--- config.mk ---
export PLATFORM = sky130hd
export DESIGN_NAME = oam_dma_flat
export DESIGN_NICKNAME = d
export VERILOG_FILES = /design/src/rtl/oam_dma_if.sv /design/src/rtl/oam_dma.sv /design/src/flat_wrapper.sv
export SDC_FILE = /design/constraint.sdc
export NUM_CORES = 1
export LEC_CHECK = 0
export CAP_MARGIN = 20
export CORE_MARGIN = 3
export CORE_UTILIZATION = 43
export DETAILED_ROUTE_END_ITERATION = 6
export PLACE_DENSITY = 0.82
export SETUP_SLACK_MARGIN = 0.4
export SLEW_MARGIN = 40
export SYNTH_ARGS = -nofsm -noshare
export SYNTH_HDL_FRONTEND = slang
export SYNTH_SLANG_ARGS = --single-unit
--- constraint.sdc ---
create_clock -name clk -period 2.3 [get_ports clk]
set_clock_uncertainty 0.05 [all_clocks]
set_input_delay 0.23 -clock clk [delete_from_list [all_inputs] [get_ports clk]]
set_output_delay 0.23 -clock clk [all_outputs]
set_load 0.005 [all_outputs]
--- src/rtl/oam_dma_if.sv ---
// Bus bundle between the CPU, the OAM DMA engine and the block SRAM.
// The engine takes the slave view; the surrounding system takes the master view.
interface oam_dma_if;
   logic [15:0] cpu_address;
   logic [7:0]  cpu_wdata;
   logic [7:0]  cpu_rdata;
   logic        cpu_RE;
   logic        cpu_WE;
   logic [15:0] mem_address;
   logic [7:0]  mem_wdata;
   logic [7:0]  mem_rdata;
   logic        mem_RE;
   logic        mem_WE;
   logic        dma_active;

   modport slave (
      input  cpu_address, cpu_wdata, cpu_RE, cpu_WE, mem_rdata,
      output cpu_rdata, mem_address, mem_wdata, mem_RE, mem_WE, dma_active
   );

   modport master (
      output cpu_address, cpu_wdata, cpu_RE, cpu_WE, mem_rdata,
      input  cpu_rdata, mem_address, mem_wdata, mem_RE, mem_WE, dma_active
   );
endinterface

--- src/rtl/oam_dma.sv ---
// OAM DMA engine: owns the SRAM port, copies one 160-byte source page into OAM
// using a read/write cycle pair per byte, and locks the CPU out while copying.
module oam_dma #(
   parameter logic [15:0] DMA_REG_ADDR = 16'hFF46,
   parameter logic [15:0] OAM_BASE     = 16'hFE00,
   parameter int          DMA_LENGTH   = 160,
   parameter bit          ECHO_MASK_EN = 1'b1
) (
   input logic      clk,
   input logic      rst,
   oam_dma_if.slave bus
);
   typedef enum logic [1:0] {IDLE, READ, WRITE} state_t;

   localparam logic [7:0] LAST_IDX = 8'(DMA_LENGTH - 1);

   state_t     state, state_nxt;
   logic [7:0] src_hi, src_hi_nxt;
   logic [7:0] idx, idx_nxt;
   logic [7:0] byte_latch, byte_latch_nxt;
   logic       dma_active, dma_active_nxt;
   logic       reg_hit;
   logic       trigger;
   logic [7:0] eff_hi;

   assign reg_hit        = (bus.cpu_address == DMA_REG_ADDR);
   assign trigger        = bus.cpu_WE && reg_hit;
   // Echo RAM pages E0-FF alias the work RAM pages C0-DF.
   assign eff_hi         = (ECHO_MASK_EN && (src_hi >= 8'hE0)) ? (src_hi - 8'h20) : src_hi;
   assign bus.dma_active = dma_active;

   always_ff @(posedge clk) begin
      if (rst) begin
         state      <= IDLE;
         src_hi     <= 8'h00;
         idx        <= 8'h00;
         byte_latch <= 8'h00;
         dma_active <= 1'b0;
      end else begin
         state      <= state_nxt;
         src_hi     <= src_hi_nxt;
         idx        <= idx_nxt;
         byte_latch <= byte_latch_nxt;
         dma_active <= dma_active_nxt;
      end
   end

   always_comb begin
      state_nxt       = state;
      src_hi_nxt      = src_hi;
      idx_nxt         = idx;
      byte_latch_nxt  = byte_latch;
      dma_active_nxt  = dma_active;
      bus.mem_address = bus.cpu_address;
      bus.mem_wdata   = bus.cpu_wdata;
      bus.mem_RE      = bus.cpu_RE && !reg_hit;
      bus.mem_WE      = bus.cpu_WE && !reg_hit;
      bus.cpu_rdata   = reg_hit ? src_hi : bus.mem_rdata;

      unique case (state)
         IDLE: begin
         end
         READ: begin
            bus.mem_address = {eff_hi, idx};
            bus.mem_wdata   = byte_latch;
            bus.mem_RE      = 1'b1;
            bus.mem_WE      = 1'b0;
            bus.cpu_rdata   = reg_hit ? src_hi : 8'hFF;
            byte_latch_nxt  = bus.mem_rdata;
            state_nxt       = WRITE;
         end
         WRITE: begin
            bus.mem_address = OAM_BASE + {8'h00, idx};
            bus.mem_wdata   = byte_latch;
            bus.mem_RE      = 1'b0;
            bus.mem_WE      = 1'b1;
            bus.cpu_rdata   = reg_hit ? src_hi : 8'hFF;
            if (idx == LAST_IDX) begin
               state_nxt      = IDLE;
               dma_active_nxt = 1'b0;
            end else begin
               idx_nxt   = idx + 8'd1;
               state_nxt = READ;
            end
         end
         default: state_nxt = IDLE;
      endcase

      // A register write (re)starts the copy; an in-flight WRITE still drives the bus this cycle.
      if (trigger) begin
         src_hi_nxt     = bus.cpu_wdata;
         idx_nxt        = 8'h00;
         state_nxt      = READ;
         dma_active_nxt = 1'b1;
      end
   end
endmodule
--- src/flat_wrapper.sv ---
// flat-port wrapper written by rule: the top's interface ports become plain ports
module oam_dma_flat 
#(
   parameter logic [15:0] DMA_REG_ADDR = 16'hFF46,
   parameter logic [15:0] OAM_BASE     = 16'hFE00,
   parameter int          DMA_LENGTH   = 160,
   parameter bit          ECHO_MASK_EN = 1'b1
)
  (clk, rst, bus_cpu_address, bus_cpu_wdata, bus_cpu_RE, bus_cpu_WE, bus_mem_rdata, bus_cpu_rdata, bus_mem_address, bus_mem_wdata, bus_mem_RE, bus_mem_WE, bus_dma_active);
  oam_dma_if bus_i ();
  input logic clk;
  input logic rst;
  input wire logic [$bits(bus_i.cpu_address)-1:0] bus_cpu_address;
  input wire logic [$bits(bus_i.cpu_wdata)-1:0] bus_cpu_wdata;
  input wire logic [$bits(bus_i.cpu_RE)-1:0] bus_cpu_RE;
  input wire logic [$bits(bus_i.cpu_WE)-1:0] bus_cpu_WE;
  input wire logic [$bits(bus_i.mem_rdata)-1:0] bus_mem_rdata;
  output wire logic [$bits(bus_i.cpu_rdata)-1:0] bus_cpu_rdata;
  output wire logic [$bits(bus_i.mem_address)-1:0] bus_mem_address;
  output wire logic [$bits(bus_i.mem_wdata)-1:0] bus_mem_wdata;
  output wire logic [$bits(bus_i.mem_RE)-1:0] bus_mem_RE;
  output wire logic [$bits(bus_i.mem_WE)-1:0] bus_mem_WE;
  output wire logic [$bits(bus_i.dma_active)-1:0] bus_dma_active;
  assign bus_i.cpu_address = bus_cpu_address;
  assign bus_i.cpu_wdata = bus_cpu_wdata;
  assign bus_i.cpu_RE = bus_cpu_RE;
  assign bus_i.cpu_WE = bus_cpu_WE;
  assign bus_i.mem_rdata = bus_mem_rdata;
  assign bus_cpu_rdata = bus_i.cpu_rdata;
  assign bus_mem_address = bus_i.mem_address;
  assign bus_mem_wdata = bus_i.mem_wdata;
  assign bus_mem_RE = bus_i.mem_RE;
  assign bus_mem_WE = bus_i.mem_WE;
  assign bus_dma_active = bus_i.dma_active;
  oam_dma #(.DMA_REG_ADDR(DMA_REG_ADDR), .OAM_BASE(OAM_BASE), .DMA_LENGTH(DMA_LENGTH), .ECHO_MASK_EN(ECHO_MASK_EN)) u_core (.clk(clk), .rst(rst), .bus(bus_i));
endmodule
* Yosys cells after proc, flatten, opt, wreduce, memory -nomap -nowiden
Index checks and enable logic that the tools add are counted.
** Cells by class
- Bitwise logic cells :: 1
- Equality and inequality tests :: 5
- Reductions and logical operators :: 11
- Add/sub/neg operators :: 3
- Muxes and demuxes :: 14
- Order comparisons :: 1
** Operators with widths (number)
- 2-to-1 mux 8 bit :: 5
- one-hot mux 16 bit (2 select lines) :: 1
- == test 16 bit, second input constant :: 1
- adder 10 x 9 -> 11 bit, first input constant :: 1
- adder 8 x 1 -> 8 bit, second input constant :: 1
- == test 8 bit, second input constant :: 1
- >= comparator 8 bit, second input constant :: 1
- subtractor 8 x 6 -> 8 bit, second input constant :: 1
- one-hot mux 2 bit (3 select lines) :: 1
- 2-to-1 mux 1 bit :: 5
- one-hot mux 1 bit (2 select lines) :: 2
- AND reduction 2 bit :: 2
- nonzero test 2 bit :: 2
- OR reduction 2 bit :: 2
- logical AND 1 bit :: 3
- == test 2 x 1 -> 1 bit, second input constant :: 1
- == test 2 bit, second input constant :: 1
- logical NOT 2 bit :: 1
- inequality test 2 x 1 -> 1 bit, second input constant :: 1
- logical NOT 1 bit :: 1
- NOT 1 bit :: 1
** Word-level totals
- Flip-flop bits (word level) :: 27
- Word-level logic and storage cells :: 41
- Input bits :: 36

* Longest topological paths before layout
Gate-level depths: netlist (run 1).
- Depth in word-level cells :: 4
- Gate-level depth with buffers :: 7
- Depth with buffers taken out :: 6

* Least setup slack after synthesis (run 1)
OpenSTA, ideal clock, no wires.
- Path type :: register to output
- From :: register u_core.state[0]
- To :: output bus_mem_wdata[2]
- Path buffers :: 2
- Cell stages (with the launch flop) :: 6
- Path slack :: 0.567 ns
- Arrival :: 1.453 ns
- Path through :: dfxtp_1 inv_1 ha_1 clkbuf_1 buf_2 mux2_2
** Between the ends
- Word-level cells in the longest chain between the ends :: 3
- Elaborated cells on any way between the ends :: 4
- Classes of those cells :: eq/ne (2); mux (1); reduce/logical (1)
** RTL lines
- start: declaration :: RTL line oam_dma.sv:17 : state_t state, state_nxt;
- start signal: assignment :: RTL line oam_dma.sv:40 : state <= state_nxt;
- == test 2 x 1 -> 1 bit / == test 2 bit (equally long branches) :: RTL line oam_dma.sv:60 : unique case (state)
- OR reduction 2 bit (no source line) *
- 2-to-1 mux 8 bit * :: RTL line oam_dma.sv:60
- end: declaration :: RTL line flat_wrapper.sv:20 : output wire logic [$bits(bus_i.mem_wdata)-1:0] bus_mem_wdata;
Mark *: on every way between the ends. The rest lies on a longest branch, timed or not.

* Final worst setup path (run 1)
- From :: register u_core.state[0]
- To :: output bus_mem_wdata[3]
The elaborated chain is that of the path after synthesis.

==> results.md, run 1 <==
- The number of antenna violations at the first check in global routing is 0.
- In the post-synthesis netlist, the biggest area contributors are sky130_fd_sc_hd__dfxtp_1 32%, sky130_fd_sc_hd__a21oi_1 7.0%, sky130_fd_sc_hd__nand2_1 5.9%.
- The most area-hungry cell type in the Yosys netlist is sky130_fd_sc_hd__dfxtp_1.
- At the worst endpoint, the arrival time is 1.71 ns.
- The share of the Yosys chip area taken by registers is 31.58%.
- The kind of launch point of the worst setup path is a flip-flop.
- Of all nets on the critical path, the largest fanout is 5.
- VDD sags by at most 0.3076 mV.
- The routed layout has 2281 vias.
- The number of instances in the synthesized netlist is 228.
- The total power draw is 0.9379 mW.
- The setup path with the least slack is of type flip-flop to output port.
- In this run the standard cell core region covers 3744 µm².
- The number of DRC violations after detailed routing is 0.
- The flow ran to the end, and the final reports show no timing, DRC or antenna violations.
- The final-report max-slew violation count is 0.
- For this run, the leading register cell type out of synthesis is sky130_fd_sc_hd__dfxtp_1.
- The relative max-transition margin is 74.10%.
- For this run, the number of Yosys warnings is 0.
- Port buffering added 70 buffers.
- The floorplan step set the die height to 69.09 µm.
- The final layout contains routed wiring with a total length of 7.705 mm.
- The final antenna-violating net count is 0.
- The clock sink total is 27.
- The standard-cell row count is 22.
- In the finished design, the share of the clock period the worst path needs comes to 86.64%.
- The total leakage power is 1.303 nW.
- The endpoint of the worst-slack reg-to-reg timing path is u_core.idx[1].
- The worst setup path is captured at an output port.
- Signal routing reaches up to met4.
- In the final routed layout, each cell accounts on average for 20.88 µm.
- In this run switching power makes up 25.41% of total power.
- The required time of the critical path is 2.02 ns.
- The share of cells above drive strength 1 is 38.63%.
- Per report_power, the sequential group accounts for 49.6% of the total.
- In this run the worst hold path is classified as flip-flop to flip-flop.
- The number of diodes is 0.
- The number of unique standard cell types used by synthesis is 30.
- The via count of the first global-routing pass is 2081.
- The mean cell area of the mapped netlist is 7.507 µm².
- Setup violations remaining at the end of the flow were counted as 0.
- Entering global routing, the biggest net connects 19 pins.
- Max-cap violations in this run came to 0.
- The CTS tree is yes.
- The cell area after technology mapping is 1712 µm².
- Detailed placement ended at an HPWL of 3.770 mm.
- In the detailed route, the total length drawn on met3 is 534 µm.
- Of the total synthesized cell area, the portion taken by XOR and XNOR cells is 3.070%.
- Summing the areas of all compound-gate instances in the mapped netlist gives 18.57% of the synthesized area.
- Counting the buffers created by CTS gives 3.
- Counting every net in the synthesized netlist gives 269.
- The post-route core utilization is 82.59%.
- In this run the worst setup path terminates at bus_mem_wdata[3].
- Counting I/O delays and the setup requirement, the final critical path takes 1.993 ns.
- The clock network accounts for 30.4% of the total power.
- Setup repair after global routing could not meet its margin everywhere.
- The routed design uses 3.851 mm of met2 wire.
- The analysis attributes to net switching a power of 0.2383 mW.
- Static timing analysis puts the maximum clock frequency at 501.8 MHz.
- The area of the die is 4773 µm².
- The post-synthesis sequential element count is 27.
- In this run the critical register-to-register path is launched from u_core.idx[0].
- The internal power is 0.6996 mW.
- The initial utilization of the core area, before any placement, comes to 45.72%.
- The fraction of synthesized area in multiplexers is 11.11%.
- After routing the design area is 3092 µm².
- Of the post-synthesis cell area, the dominant cell type holds 31.58%.
- The area added between synthesis and finish is 80.63%.
- The part of the power in combinational logic is 20.0%.
- The number of hold buffers added after CTS was 0.
- After synthesis, the largest family of logic cells by area is simple AND/OR/NAND/NOR gates.
- The area share of and/or/nand/nor cells after synthesis is 23.61%.
- The final-report hold violation count is 0.
- The width of the die is 69.09 µm.
- The startpoint of the most critical setup path is u_core.state[0].
- The deepest clock path buffer count is 2.
- At the pin with the least slew margin, the transition time is 0.3885 ns.
- In this run the cell area measured after placement is 2499 µm².
- For this block, the initial DRC count from the detailed router was 222.
- The count of flip-flops with a built-in enable after synthesis is 0.
- The sum of overflow across all layers after global routing is 0.
- Of the total synthesized cell area, the portion taken by full adders, half adders and majority gates is 3.655%.
- The tightest hold path in the finished design has a slack of 0.4363 ns.
- The worst-case register-to-register setup slack is 0.46 ns.
- Clock-pin slew was measured on the worst setup and hold paths at 0.10 ns.
- The overall global routing resource usage is 26.28%.
- The fraction of registers with async set/reset is 0%.
- The wire length of the first global-routing pass is 10.28 mm.
- The final layout contains 363 nets.
- In this run the number of H-tree levels came out at 1.
- The cell sitting at the root of the clock tree is a sky130_fd_sc_hd__clkbuf_8.
- Using the TritonRoute via totals, the vias-per-cell ratio works out to 6.182.
- The total routed wire length on the met1 layer is 2.955 mm.
- The I/O pin count is 71.
- Routability-driven placement finished with a final weighted congestion of 0.8296.
- The clock reaches the later pin of the worst-skew pair after 0.27 ns.
- The areal power density over the cells is 303.4 nW/µm².
- Counting cells, the worst reg-to-reg path comes to 5.
- The first detailed-routing pass ran for 5 iterations.
- The hold path depth is 2.
[power by group through the flow]
| stage | combinational (mW) | clock [mW] | sequential [mW] |
|---|---|---|---|
| after floorplan | 0.0484 | 0 | 0.478 |
| after global placement | 0.188 | 0 | 0.478 |
| after detailed placement | 0.189 | 0 | 0.478 |
| after CTS | 0.167 | 0.276 | 0.466 |
| after global routing | 0.198 | 0.297 | 0.465 |
| final | 0.188 | 0.285 | 0.465 |
[placed cells by master (no fill, tap or decap), types with 5 or more instances in the layout]
master                            count
sky130_fd_sc_hd__dlymetal6s2s_1       5
sky130_fd_sc_hd__inv_1               12
sky130_fd_sc_hd__mux2_4               8
sky130_fd_sc_hd__o21ai_0             10
sky130_fd_sc_hd__o21ai_2              7
sky130_fd_sc_hd__buf_4               14
sky130_fd_sc_hd__buf_6               16
sky130_fd_sc_hd__nand4_1              5
sky130_fd_sc_hd__nor2_1              20
sky130_fd_sc_hd__mux2i_1             10
sky130_fd_sc_hd__dfxtp_1             23
sky130_fd_sc_hd__nand2_1             22
sky130_fd_sc_hd__clkdlybuf4s50_1     20
sky130_fd_sc_hd__dlygate4sd2_1       13
sky130_fd_sc_hd__buf_2               21
sky130_fd_sc_hd__a21oi_1             18
sky130_fd_sc_hd__a21oi_2              6
sky130_fd_sc_hd__nand3_1             13
sky130_fd_sc_hd__buf_12               6
[worst min path at each step]
stage,endpoint,slack (ns),startpoint
2_1_floorplan,u_core.byte_latch[0],0.33,bus_mem_rdata[0]
3_3_place_gp,u_core.bus.dma_active,0.41,u_core.bus.dma_active
3_5_place_dp,u_core.bus.dma_active,0.42,u_core.bus.dma_active
4_1_cts,u_core.bus.dma_active,0.44,u_core.bus.dma_active
5_1_grt,u_core.bus.dma_active,0.49,u_core.bus.dma_active
6_report,u_core.bus.dma_active,0.44,u_core.bus.dma_active
[sequential cells by signal, indices dropped and copies added, names as in the netlist]
register,count
u_core.byte_latch,8
u_core.idx,8
u_core.src_hi,8
u_core.state,2
u_core.bus.dma_active,1
[layout make-up]
| cell class | count | area, µm² |
|---|---|---|
| fill | 208 | 651.9 |
| tap | 48 | 60.06 |
| sequential | 27 | 550.5 |
| timing repair buffer | 107 | 1107 |
| inverter | 14 | 52.55 |
| multi-input combinational | 169 | 1276 |
| clock buffer | 4 | 45.04 |
[logic make-up after synthesis]
family,Yosys count
adder cells (fa/ha/maj),5
XOR/XNOR,6
multiplexers,18
flip-flops,27
AO/OA/AOI/OAI,59
AND/OR/NAND/NOR,81
buffers and inverters,32
[layer usage]
metal | vias up | GRT usage, %
met4 | 0 | 11.28
met5 | - | 0
met2 | 167 | 47.25
met1 | 1087 | 30.59
met3 | 40 | 3.936
li1 | 987 | -
[metrics by stage]
step	TNS [ns]	setup WS (ns)	std cells
floorplan	0	0.5673	228
global placement	-0.2558	-0.06009	342
detailed placement	-0.4559	-0.09603	342
CTS	0	0.3426	361
global route	0	0.2743	369
finish	0	0.3072	369
[what timing repair did]
item | CTS | global route
gates resized for setup | 188 | 55
pin swaps | 9 | 8
hold endpoints to repair | 0 | 0
buffers inserted | 11 | 6
endpoints found under the setup margin | 34 | 37
gates cloned | 4 | 2
[cell usage after synthesis, types with 2 or more instances]
| master | count |
|---|---|
| sky130_fd_sc_hd__nand3_1 | 14 |
| sky130_fd_sc_hd__xnor2_1 | 4 |
| sky130_fd_sc_hd__mux2i_1 | 10 |
| sky130_fd_sc_hd__dfxtp_1 | 27 |
| sky130_fd_sc_hd__a31oi_1 | 4 |
| sky130_fd_sc_hd__a21oi_1 | 24 |
| sky130_fd_sc_hd__buf_2 | 4 |
| sky130_fd_sc_hd__ha_1 | 5 |
| sky130_fd_sc_hd__clkbuf_1 | 11 |
| sky130_fd_sc_hd__inv_1 | 14 |
| sky130_fd_sc_hd__nand2_1 | 27 |
| sky130_fd_sc_hd__o22ai_1 | 8 |
| sky130_fd_sc_hd__nor2_1 | 24 |
| sky130_fd_sc_hd__xor2_1 | 2 |
| sky130_fd_sc_hd__o21ai_0 | 20 |
| sky130_fd_sc_hd__and4bb_1 | 3 |
| sky130_fd_sc_hd__and3_1 | 2 |
| sky130_fd_sc_hd__nand4_1 | 5 |
| sky130_fd_sc_hd__buf_6 | 2 |
| sky130_fd_sc_hd__mux2_2 | 8 |
[worst max-delay path, cell delays in order (launching register included)]
cell	delay, ns
sky130_fd_sc_hd__dfxtp_2	0.37
sky130_fd_sc_hd__inv_2	0.06
sky130_fd_sc_hd__ha_4	0.34
sky130_fd_sc_hd__buf_12	0.14
sky130_fd_sc_hd__buf_8	0.11
sky130_fd_sc_hd__mux2_4	0.30
sky130_fd_sc_hd__buf_6	0.12
Power figures use the tool's default switching activity.
==> run 2, diff against run 1 <==
- CORE_MARGIN: 3 -> 4
- CORE_UTILIZATION: 43 -> 46
- PLACE_DENSITY: 0.82 -> 0.87
- SLEW_MARGIN: 40 -> default
- clock period: 2.3 -> 2.55 ns (I/O delays scaled with it)
==> results.md, run 2 (same netlist as run 1, synthesis figures left out) <==
- Clock-pin slew was measured on the worst setup and hold paths at 0.09 ns.
- STA classifies the critical path endpoint as an output port.
- In the routed design, unresolved DRC markers number 0.
- 0 antenna diodes ended up in the layout.
- The count of cells along the worst register-to-register path is 5.
- The clock insertion delay at the later pin of the skew report is 0.28 ns.
- The via count of the routed design is 2061.
- The area added between synthesis and finish is 62.35%.
- The post-route clock period utilization is 90.67%.
- Entering global routing, the biggest net connects 23 pins.
- The routability-driven placement congestion ratio is 0.7963.
- Clock tree synthesis found a total of 27 sinks.
- For this run, the post-layout net count is 351.
- Final hold analysis gives a worst-case slack of 0.4269 ns.
- The final antenna-violating net count is 0.
- IR analysis of the VDD net gives a maximum drop of 0.4277 mV.
- In this run the number of H-tree levels came out at 1.
- The wire length of the first global-routing pass is 9.397 mm.
- From left edge to right edge, the die measures 69 µm.
- After detailed placement, the total cell area comes to 2456 µm².
- The final-report max-slew violation count is 0.
- The placed wire-length estimate after detailed placement is 3.589 mm.
- Setup repair after global routing could not meet its margin everywhere.
- The via count of the first global-routing pass came to 1918.
- The sequential cells in the finished layout cover a total of 543.0 µm².
- The summed negative setup slack over all endpoints is 0 ns.
- The run finished with clean final reports.
- In the final routed layout, each cell accounts on average for 17.82 µm.
- The type of the worst setup path is flip-flop to output port.
- The most critical setup path has its endpoint at bus_cpu_rdata[3].
- The number of buffers created by CTS is 3.
- In this run the critical register-to-register path is captured at u_core.idx[1].
- Summed over all layers, the routed wires come to 6.325 mm.
- The vertical die dimension is 69 µm.
- The path class of the tightest hold or removal check is flip-flop to flip-flop.
- The family of cells with the greatest summed delay on the critical path is buffers and inverters.
- The worst setup path is launched from a flip-flop.
- With fillers left out, the area of the finished cells amounts to 2779 µm².
- The sum of overflow across all layers after global routing is 0.
- Fill cells in the final layout number 233.
- The first TritonRoute pass finished after 7 iterations.
- The worst-path cell with the longest stage delay is sky130_fd_sc_hd__clkdlybuf4s50_1.
- The largest registers in the layout are u_core.byte_latch x8, u_core.idx x8, u_core.src_hi x8.
- The top cell types in the final layout, fill and taps aside, are 30 x sky130_fd_sc_hd__clkdlybuf4s50_1, 27 x sky130_fd_sc_hd__nand2_1, 25 x sky130_fd_sc_hd__dfxtp_1, 24 x sky130_fd_sc_hd__a21oi_1, 24 x sky130_fd_sc_hd__dlymetal6s2s_1.
- Leaving out filler cells and counting taps, the final layout contains 355.
- Static timing analysis puts the maximum clock frequency at 432.5 MHz.
- The startpoint of the most critical setup path is u_core.state[0].
- The number of antenna violations at the first check in global routing is 0.
- The most common library cell in the layout ignoring fill and taps is sky130_fd_sc_hd__clkdlybuf4s50_1.
- The final-report hold violation count was 0.
- The I/O pin count is 71.
- The total instance count after detailed placement is 333.
- The standard-cell row count is 21.
- The count of cell instances traversed by the critical path is 6.
- The startpoint of the worst-slack reg-to-reg timing path is u_core.idx[0].
- The via-per-instance ratio is 5.806.
- Clock tree synthesis selected as its root buffer the cell sky130_fd_sc_hd__clkbuf_8.
- The total leakage power is 1.282 nW.
- The relative max-transition margin is 75.58%.
- The deepest clock path buffer count is 2.
- The share of cells above drive strength 1 is 16.18%.
- The worst path arrival time is 2.01 ns.
- Counting I/O delays and the setup requirement, the final critical path takes 2.312 ns.
- The max-cap violation count is 0.
- Global routing consumed, over all layers together, 23.95% of the routing resources.
- The CTS tree is yes.
- The final number of setup-violating endpoints is 0.
- The signal on the critical path passes through inv_2, ha_4, bufbuf_16, o21ai_0, nand2_1, clkdlybuf4s50_1.
- The largest fanout on the critical path is 22.
- In this design, the stage delay of the slowest critical-path cell is 0.52 ns.
- At the worst endpoint, the required time is 2.25 ns.
- At the pin with the least slew margin, the transition time is 0.3659 ns.
- The worst-case register-to-register setup slack is 0.79 ns.
- The initial utilization of the core area, before any placement, comes to 49.35%.
- The core region is 3468 µm².
- The critical path contains buffers and inverters numbering 3 combined.
- The areal power density over the cells is 297.7 nW/µm².
- The die covers 4761 µm².
- The quantity of I/O buffers inserted on ports is 70.
- The first routing iteration left 220 violations.
- Summing all multi-input logic gate instances after layout gives 1055 µm².
run 2: cell types whose count changed in the layout (fill, tap and decap cells not counted), moves of 5 or more:
| cell | before | now |
|---|---|---|
| sky130_fd_sc_hd__a21oi_1 | 18 | 24 |
| sky130_fd_sc_hd__a21oi_2 | 6 | 0 |
| sky130_fd_sc_hd__buf_2 | 21 | 1 |
| sky130_fd_sc_hd__buf_6 | 16 | 3 |
| sky130_fd_sc_hd__clkdlybuf4s50_1 | 20 | 30 |
| sky130_fd_sc_hd__dlymetal6s2s_1 | 5 | 24 |
| sky130_fd_sc_hd__mux2_2 | 0 | 8 |
| sky130_fd_sc_hd__mux2_4 | 8 | 0 |
| sky130_fd_sc_hd__nand2_1 | 22 | 27 |
| sky130_fd_sc_hd__o21ai_0 | 10 | 17 |
| sky130_fd_sc_hd__o21ai_2 | 7 | 0 |
| sky130_fd_sc_hd__o22ai_1 | 3 | 8 |
run 2: where the power goes:
part | internal [mW] | switching (mW) | leakage [nW]
Clock | 0.112 | 0.139 | 0.0228
Combinational | 0.0965 | 0.0588 | 1.04
Sequential | 0.421 | 0.00000188 | 0.218
run 2: worst min path at each step:
stage | end | startpoint | cells after the start | slack, ns
floorplan | u_core.byte_latch[0] | bus_mem_rdata[0] | 2 | 0.35
global placement | u_core.bus.dma_active | u_core.bus.dma_active | 2 | 0.40
detailed placement | u_core.bus.dma_active | u_core.bus.dma_active | 2 | 0.41
CTS | u_core.bus.dma_active | u_core.bus.dma_active | 2 | 0.43
global route | u_core.bus.dma_active | u_core.bus.dma_active | 2 | 0.47
finish | u_core.bus.dma_active | u_core.bus.dma_active | 2 | 0.43
run 2: repair_timing:
item	CTS	global route
buffers inserted	5	8
pin swaps	1	3
gates cloned	3	2
hold buffers	0	0
resized for setup	19	46
endpoints found under the setup margin	34	24
run 2: routing by layer:
| layer | track usage (%) | part of all wire (%) |
|---|---|---|
| met1 | 28.52 | 38 |
| met2 | 40.89 | 50 |
| met3 | 6.250 | 9.0 |
| met4 | 9.111 | 2.6 |
| met5 | 0 | 0 |
run 2: final cells by class:
cell class | count | share of cell area, %
Timing Repair Buffer | 94 | 36.92
Clock buffer | 4 | 1.621
Tap cell | 46 | 2.071
Multi-Input combinational cell | 170 | 37.96
Sequential cell | 27 | 19.54
Inverter | 14 | 1.891
run 2: worst min-delay path: stages, from the launching register on:
cell	delay, ns
sky130_fd_sc_hd__dfxtp_1	0.32
sky130_fd_sc_hd__nand2_1	0.05
sky130_fd_sc_hd__a21oi_1	0.06
run 2: stage by stage:
stage	util [%]	setup slack (ns)	power (mW)
after CTS	75.87	0.2176	0.8271
after global placement	70.82	0.2468	0.5973
after global routing	80.12	0.1377	0.8571
after floorplan	-	0.7923	0.4748
final	80.12	0.2378	0.8274
after detailed placement	70.82	0.2262	0.5980
